--- src/rtl/pipe_stage_skid.sv ---
// pipe_stage_skid
//   Pipeline stage register with a valid/ready handshake and a 2-entry skid
//   buffer (head + skid). It supports back-pressure without losing data, a
//   synchronous flush that inserts a bubble, and saturating counters for
//   squashed entries and bubble cycles.
//
// Handshake: a transfer happens on a rising edge where valid and ready are
//   both high. Once out_valid is high, out_data and out_valid stay stable until
//   out_ready is sampled high. in_ready depends only on the registered state,
//   flush and reset. There is no combinational path from in_valid or out_ready
//   to any output.
//
// Ports
//   clk        rising-edge clock
//   reset      synchronous, active-high reset
//   flush      synchronous squash of all held entries
//   in_valid   upstream has a payload on in_data
//   in_ready   the stage accepts in_data this cycle
//   in_data    upstream payload [WIDTH]
//   out_valid  out_data is a valid entry
//   out_ready  downstream consumes out_data this cycle
//   out_data   head entry payload [WIDTH]
//   squash_cnt valid entries discarded by flush, saturating [CNT_W]
//   bubble_cnt cycles with out_ready=1 and out_valid=0, saturating [CNT_W]
//   fsm_state  debug view of the state: 0=EMPTY, 1=BUSY, 2=FULL
module pipe_stage_skid #(
  parameter int WIDTH         = 207,
  parameter bit ZERO_ON_FLUSH = 1'b1,
  parameter int CNT_W         = 16
) (
  input  logic             clk,
  input  logic             reset,
  input  logic             flush,
  input  logic             in_valid,
  output logic             in_ready,
  input  logic [WIDTH-1:0] in_data,
  output logic             out_valid,
  input  logic             out_ready,
  output logic [WIDTH-1:0] out_data,
  output logic [CNT_W-1:0] squash_cnt,
  output logic [CNT_W-1:0] bubble_cnt,
  output logic [1:0]       fsm_state
);

  typedef enum logic [1:0] {
    EMPTY = 2'd0,
    BUSY  = 2'd1,
    FULL  = 2'd2
  } state_t;

  state_t           state, state_nx;
  logic [WIDTH-1:0] head, skid;
  logic             in_fire, out_fire;
  logic             head_ld, head_from_skid, skid_ld;
  logic [1:0]       squash_inc;
  logic             bubble_inc;

  // The increment is widened by one bit so that a carry out of the counter
  // width signals saturation. This also covers a +2 step from all-ones-1.
  function automatic logic [CNT_W-1:0] sat_add(input logic [CNT_W-1:0] a,
                                               input logic [1:0]       inc);
    logic [CNT_W:0] sum;
    sum = {1'b0, a} + {{(CNT_W-1){1'b0}}, inc};
    if (sum[CNT_W]) sat_add = '1;
    else            sat_add = sum[CNT_W-1:0];
  endfunction

  assign out_valid  = (state != EMPTY);
  assign in_ready   = (state != FULL) & ~flush & ~reset;
  assign out_data   = head;
  assign in_fire    = in_valid & in_ready;
  assign out_fire   = out_valid & out_ready;
  assign bubble_inc = out_ready & ~out_valid;
  assign fsm_state  = state;

  always_comb begin
    state_nx       = state;
    head_ld        = 1'b0;
    head_from_skid = 1'b0;
    skid_ld        = 1'b0;
    squash_inc     = 2'd0;
    case (state)
      EMPTY: begin
        if (in_fire) begin
          state_nx = BUSY;
          head_ld  = 1'b1;
        end
      end
      BUSY: begin
        // A head that is delivered in the flush cycle is not counted as squashed.
        squash_inc = out_fire ? 2'd0 : 2'd1;
        if (in_fire && out_fire) begin
          head_ld = 1'b1;
        end else if (in_fire) begin
          state_nx = FULL;
          skid_ld  = 1'b1;
        end else if (out_fire) begin
          state_nx = EMPTY;
        end
      end
      FULL: begin
        squash_inc = out_fire ? 2'd1 : 2'd2;
        if (out_fire) begin
          state_nx       = BUSY;
          head_ld        = 1'b1;
          head_from_skid = 1'b1;
        end
      end
      default: state_nx = EMPTY;
    endcase
    // in_ready is low during flush, so no entry is accepted in this cycle.
    if (flush) state_nx = EMPTY;
  end

  always_ff @(posedge clk) begin
    if (reset) begin
      state      <= EMPTY;
      squash_cnt <= '0;
      bubble_cnt <= '0;
      if (ZERO_ON_FLUSH) begin
        head <= '0;
        skid <= '0;
      end
    end else begin
      state <= state_nx;
      if (bubble_inc) bubble_cnt <= sat_add(bubble_cnt, 2'd1);
      if (flush) begin
        squash_cnt <= sat_add(squash_cnt, squash_inc);
        if (ZERO_ON_FLUSH) begin
          head <= '0;
          skid <= '0;
        end
      end else begin
        if (head_ld) head <= head_from_skid ? skid : in_data;
        if (skid_ld) skid <= in_data;
      end
    end
  end

endmodule

--- config.mk ---
export PLATFORM = sky130hd
export DESIGN_NAME = pipe_stage_skid
export DESIGN_NICKNAME = d
export VERILOG_FILES = /design/src/rtl/pipe_stage_skid.sv
export SDC_FILE = /design/constraint.sdc
export NUM_CORES = 1
export LEC_CHECK = 0
export ABC_AREA = 1
export BUFFER_PORTS_ARGS = -buffer_cell sky130_fd_sc_hd__buf_2
export CAP_MARGIN = 20
export CORE_MARGIN = 4
export CORE_UTILIZATION = 30
export CTS_BUF_LIST = sky130_fd_sc_hd__clkbuf_4
export CTS_CLUSTER_SIZE = 24
export DETAILED_ROUTE_END_ITERATION = 16
export GPL_ROUTABILITY_DRIVEN = 0
export HOLD_SLACK_MARGIN = 0.12
export SYNTH_ARGS = -nofsm -noshare
export SYNTH_HDL_FRONTEND = slang
export SYNTH_SLANG_ARGS = --single-unit
--- constraint.sdc ---
create_clock -name clk -period 4.75 [get_ports clk]
set_input_delay 0.7125 -clock clk [delete_from_list [all_inputs] [get_ports clk]]
set_output_delay 0.7125 -clock clk [all_outputs]
set_load 0.005 [all_outputs]
==> flow_summary_export.csv <==
group,metric,value,unit
outcome,outcome,"finished, final reports clean",
routing,number_of_design_rule_violations_left_after_detail_routing,0,
hold_path,timing.hold.worst_path_depth,5,
synth,postSynthAreaPerCell,6.892,um^2
synth,synth_enable_flop_cells,0,
power_and_ir_drop,total_power,8.219,mW
setup_path,crit_path_frequent_cell,"sky130_fd_sc_hd__buf_2",
sta,clock_skew,0.04480,ns
setup_path,cp_data_arrival_time,2.89,ns
sta,max-slew-margin-rel,30.94,%
setup_path,critical_path_peak_fanout,102,
global_route,global_route_wire_length_before_repair,100.9,mm
routing,wire_length_reported_by_the_detailed_router,64.12,mm
setup_path,crit_required,4.04,ns
floorplanning,fp-row-count,92,
clock_network,clockRootBuffer,"sky130_fd_sc_hd__clkbuf_4",
placement,placement.setup.worst_slack,1.348,ns
sta,setup-tns-final,0,ns
floorplanning,core_region_area,63080,um^2
setup_path,cpPeakStageDelay,0.71,ns
sta,maxClockFrequency,0.2777,GHz
sta,min_period_over_period,75.80,%
job,max-cap-violations,0,
sta,finalSetupViolations,0,
floorplanning,die-area,67760,um^2
floorplanning,chipHeight,260.3,um
global_route,antenna_found_initial,5,
clock_network,post_cts_setup_buffers,0,
synth,post_synth_main_area_contributors,"sky130_fd_sc_hd__dfxtp_1, sky130_fd_sc_hd__nor2_1, sky130_fd_sc_hd__o21ai_0, sky130_fd_sc_hd__nand2_1, sky130_fd_sc_hd__nand3_1",
routing,dr.first_iter.drc_count,1275,
sta,finalMaxSlewViolations,0,
clock_network,cts.clk_slew.worst_paths,0.07,ns
clock_network,h-tree-depth,4,
power_and_ir_drop,power.density_cell_area,324.4,nW/um^2
routing,drt.antenna.violating_nets,0,
clock_network,tritoncts,"yes",
synth,synth.yosys.seq_area_share,46.96,%
placement,dp.final_hpwl,37.01,mm
clock_network,clock_path_buffers,3,
cells_and_area,final_cell_area,25340,um^2
sta,final_period_minus_worst_setup_slack,3.601,ns
routing,drt_first_pass_iters,5,
sta,worst_slack,1.149,ns
placement,numPortBuffers,454,
floorplanning,floorplan.initialDensity,30.27,%
cells_and_area,share_of_the_core_filled_with_cells_in_the_final_layout,40.16,%
sta,tightestPinTransition,1.036,ns
synth,postSynthRegisterBits,448,
setup_path,worst_path_dominant_cell_family,"buffers and inverters",
global_route,grt-busiest-layer,"met2",
cells_and_area,num-nets-final,3592,
setup_path,cpMaxStageDelayCell,"sky130_fd_sc_hd__buf_4",
global_route,grt.total_usage,18.15,%
synth,synthDominantCellAreaShare,46.96,%
cells_and_area,layoutNonFillerInstCount,4319,
sta,finalHoldWorstSlack,0.3539,ns
synth,netlist_top_cells_count,"sky130_fd_sc_hd__nor2_1, sky130_fd_sc_hd__nand2_1, sky130_fd_sc_hd__dfxtp_1",
sta,hold_viol,0,
placement,dpl-instance-area,21550,um^2
global_route,grt_pass1_vias,18940,
cells_and_area,synthToLayoutAreaGrowth,32.67,%
routing,route.detailed.wl_per_inst,14.85,um
floorplanning,num_io_pins,455,
sta,setup_repair_after_global_routing_missed_its_margin,"false",
synth,syn_warnings,0,
global_route,grt.met3_usage,4.842,%
floorplanning,dieWidth,260.3,um
global_route,grt_start_max_net_pins,211,
setup_path,setup.worst_path.start_class,"primary input",
global_route,overflow,0,
setup_path,ff2ff_path_depth,16,
clock_network,cts-buffers-inserted,132,
synth,synth_most_common_cell,"sky130_fd_sc_hd__nor2_1",
clock_network,clk_latency,0.90,ns
global_route,gr-usage-met1,23.21,%
setup_path,cp_num_buf_inv,5,
synth,syn-cell-area,19100,um^2
setup_path,cp-end-kind,"primary output",
hold_path,min-delay-path-class,"in2reg",
placement,placed_cells,3879,
synth,synth.largest_area_cell,"sky130_fd_sc_hd__dfxtp_1",
setup_path,cp_num_cells,7,
cells_and_area,drive_gt1_share,19.83,%
synth,post_synth_inst_count,2771,
setup_path,path_cells,"dlygate4sd3_1 -> buf_2 -> nor2_4 -> buf_4 -> inv_1 -> nor2_1 -> buf_2",
clock_network,numClockSinks,448,
synth,ys_async_sr_fraction,0,%
synth,dominantRegCellSynth,"sky130_fd_sc_hd__dfxtp_1",
routing,via_count,20050,
routing,route.detailed.vias_per_inst,4.643,
setup_path,criticalPathCategory,"in2out",
synth,netlist-cell-type-count,33,
global_route,met2_usage,28.17,%
power_and_ir_drop,power.leakage,11.86,nW
power_and_ir_drop,vdd_ir_drop_max,0.2064,mV
synth,syn_nets,2987,
[timing repair]
action | 4_1_cts | 5_1_grt
gates resized for setup | 0 | 0
endpoints found under the hold margin | 430 | 0
hold buffers | 209 | 0
[state kept, by name, indices dropped and copies added (netlist names)]
signal / cells
fsm_state: 2
squash_cnt: 16
bubble_cnt: 16
out_data: 207
skid: 207
[layout make-up]
cell class | instances | area, um^2
clock inverter | 35 | 260.3
clock buffer | 188 | 1411
multi-input combinational | 2040 | 8746
sequential | 448 | 8969
tap | 846 | 1059
fill | 6675 | 37750
inverter | 76 | 300.3
timing repair buffer | 678 | 4571
antenna | 8 | 20.02
[cells by family after synthesis]
| logic type | count (synthesis) | synth area share, % |
|---|---|---|
| AOI/OAI and AO/OA | 486 | 12.77 |
| xor gates and xnor gates | 9 | 0.4127 |
| adders and majority gates | 4 | 0.3014 |
| buffers and inverters | 283 | 7.384 |
| DFF | 448 | 46.96 |
| and+or+nand+nor | 1541 | 32.17 |
[power by group]
group          switching, mW  internal (mW)
combinational          0.355          0.295
clock                   1.71           2.03
sequential            0.0274           3.80
[worst reg2reg max path, stage by stage, from the launching register on]
cell and delay, ns:
sky130_fd_sc_hd__dfxtp_1 0.40, sky130_fd_sc_hd__nand2_1 0.16, sky130_fd_sc_hd__inv_6 0.41, sky130_fd_sc_hd__nand2_8 0.41
sky130_fd_sc_hd__nand2_1 0.20, sky130_fd_sc_hd__ha_1 0.17, sky130_fd_sc_hd__inv_1 0.06, sky130_fd_sc_hd__fa_1 0.40
sky130_fd_sc_hd__inv_1 0.06, sky130_fd_sc_hd__nand2_1 0.06, sky130_fd_sc_hd__nor2_1 0.16, sky130_fd_sc_hd__nand2_1 0.15
sky130_fd_sc_hd__nor2_4 0.16, sky130_fd_sc_hd__nand3_2 0.23, sky130_fd_sc_hd__nand3_1 0.16, sky130_fd_sc_hd__nand2_1 0.06
sky130_fd_sc_hd__inv_1 0.06
[metal layers]
| layer | up-vias | share of wire, % |
|---|---|---|
| li1 | 10140 | - |
| met2 | 617 | 46 |
| met5 | - | 0.020 |
| met1 | 9130 | 44 |
| met4 | 2 | 4.1 |
| met3 | 166 | 6.3 |
[worst paths after layout]
path | to | slack (ns) | from
worst max-delay path | in_ready | 1.15 | reset
worst min-delay path | out_data[180] | 0.35 | out_ready
worst max register to register | squash_cnt[11] | 1.36 | fsm_state[1]
worst min register to register | skid[198] | 0.45 | skid[198]
[layout by cell type, fill, tap and decap left out, types with 2 or more instances in the layout]
cell | synthesis | layout
sky130_fd_sc_hd__nor3_1 | 6 | 6
sky130_fd_sc_hd__a21oi_1 | 36 | 36
sky130_fd_sc_hd__inv_2 | 1 | 4
sky130_fd_sc_hd__diode_2 | 0 | 8
sky130_fd_sc_hd__buf_4 | 8 | 8
sky130_fd_sc_hd__inv_1 | 73 | 73
sky130_fd_sc_hd__or2_2 | 2 | 2
sky130_fd_sc_hd__bufinv_16 | 0 | 4
sky130_fd_sc_hd__inv_6 | 0 | 4
sky130_fd_sc_hd__a31oi_1 | 3 | 3
sky130_fd_sc_hd__clkinvlp_4 | 0 | 3
sky130_fd_sc_hd__nand4_1 | 9 | 9
sky130_fd_sc_hd__dfxtp_1 | 448 | 448
sky130_fd_sc_hd__clkinv_1 | 0 | 20
sky130_fd_sc_hd__nand3_1 | 206 | 206
sky130_fd_sc_hd__clkbuf_4 | 0 | 188
sky130_fd_sc_hd__nand2_1 | 479 | 479
sky130_fd_sc_hd__xnor2_1 | 5 | 5
sky130_fd_sc_hd__nor2_2 | 3 | 2
sky130_fd_sc_hd__o21ai_0 | 432 | 432
sky130_fd_sc_hd__dlygate4sd3_1 | 0 | 209
sky130_fd_sc_hd__xor2_1 | 4 | 4
sky130_fd_sc_hd__buf_12 | 0 | 7
sky130_fd_sc_hd__ha_1 | 3 | 3
sky130_fd_sc_hd__nor2_4 | 1 | 2
sky130_fd_sc_hd__nor2_1 | 828 | 828
sky130_fd_sc_hd__o21ai_1 | 14 | 14
sky130_fd_sc_hd__buf_2 | 65 | 453
sky130_fd_sc_hd__clkinv_2 | 1 | 2
sky130_fd_sc_hd__nand2_8 | 1 | 3
Power figures use the tool's default switching activity.
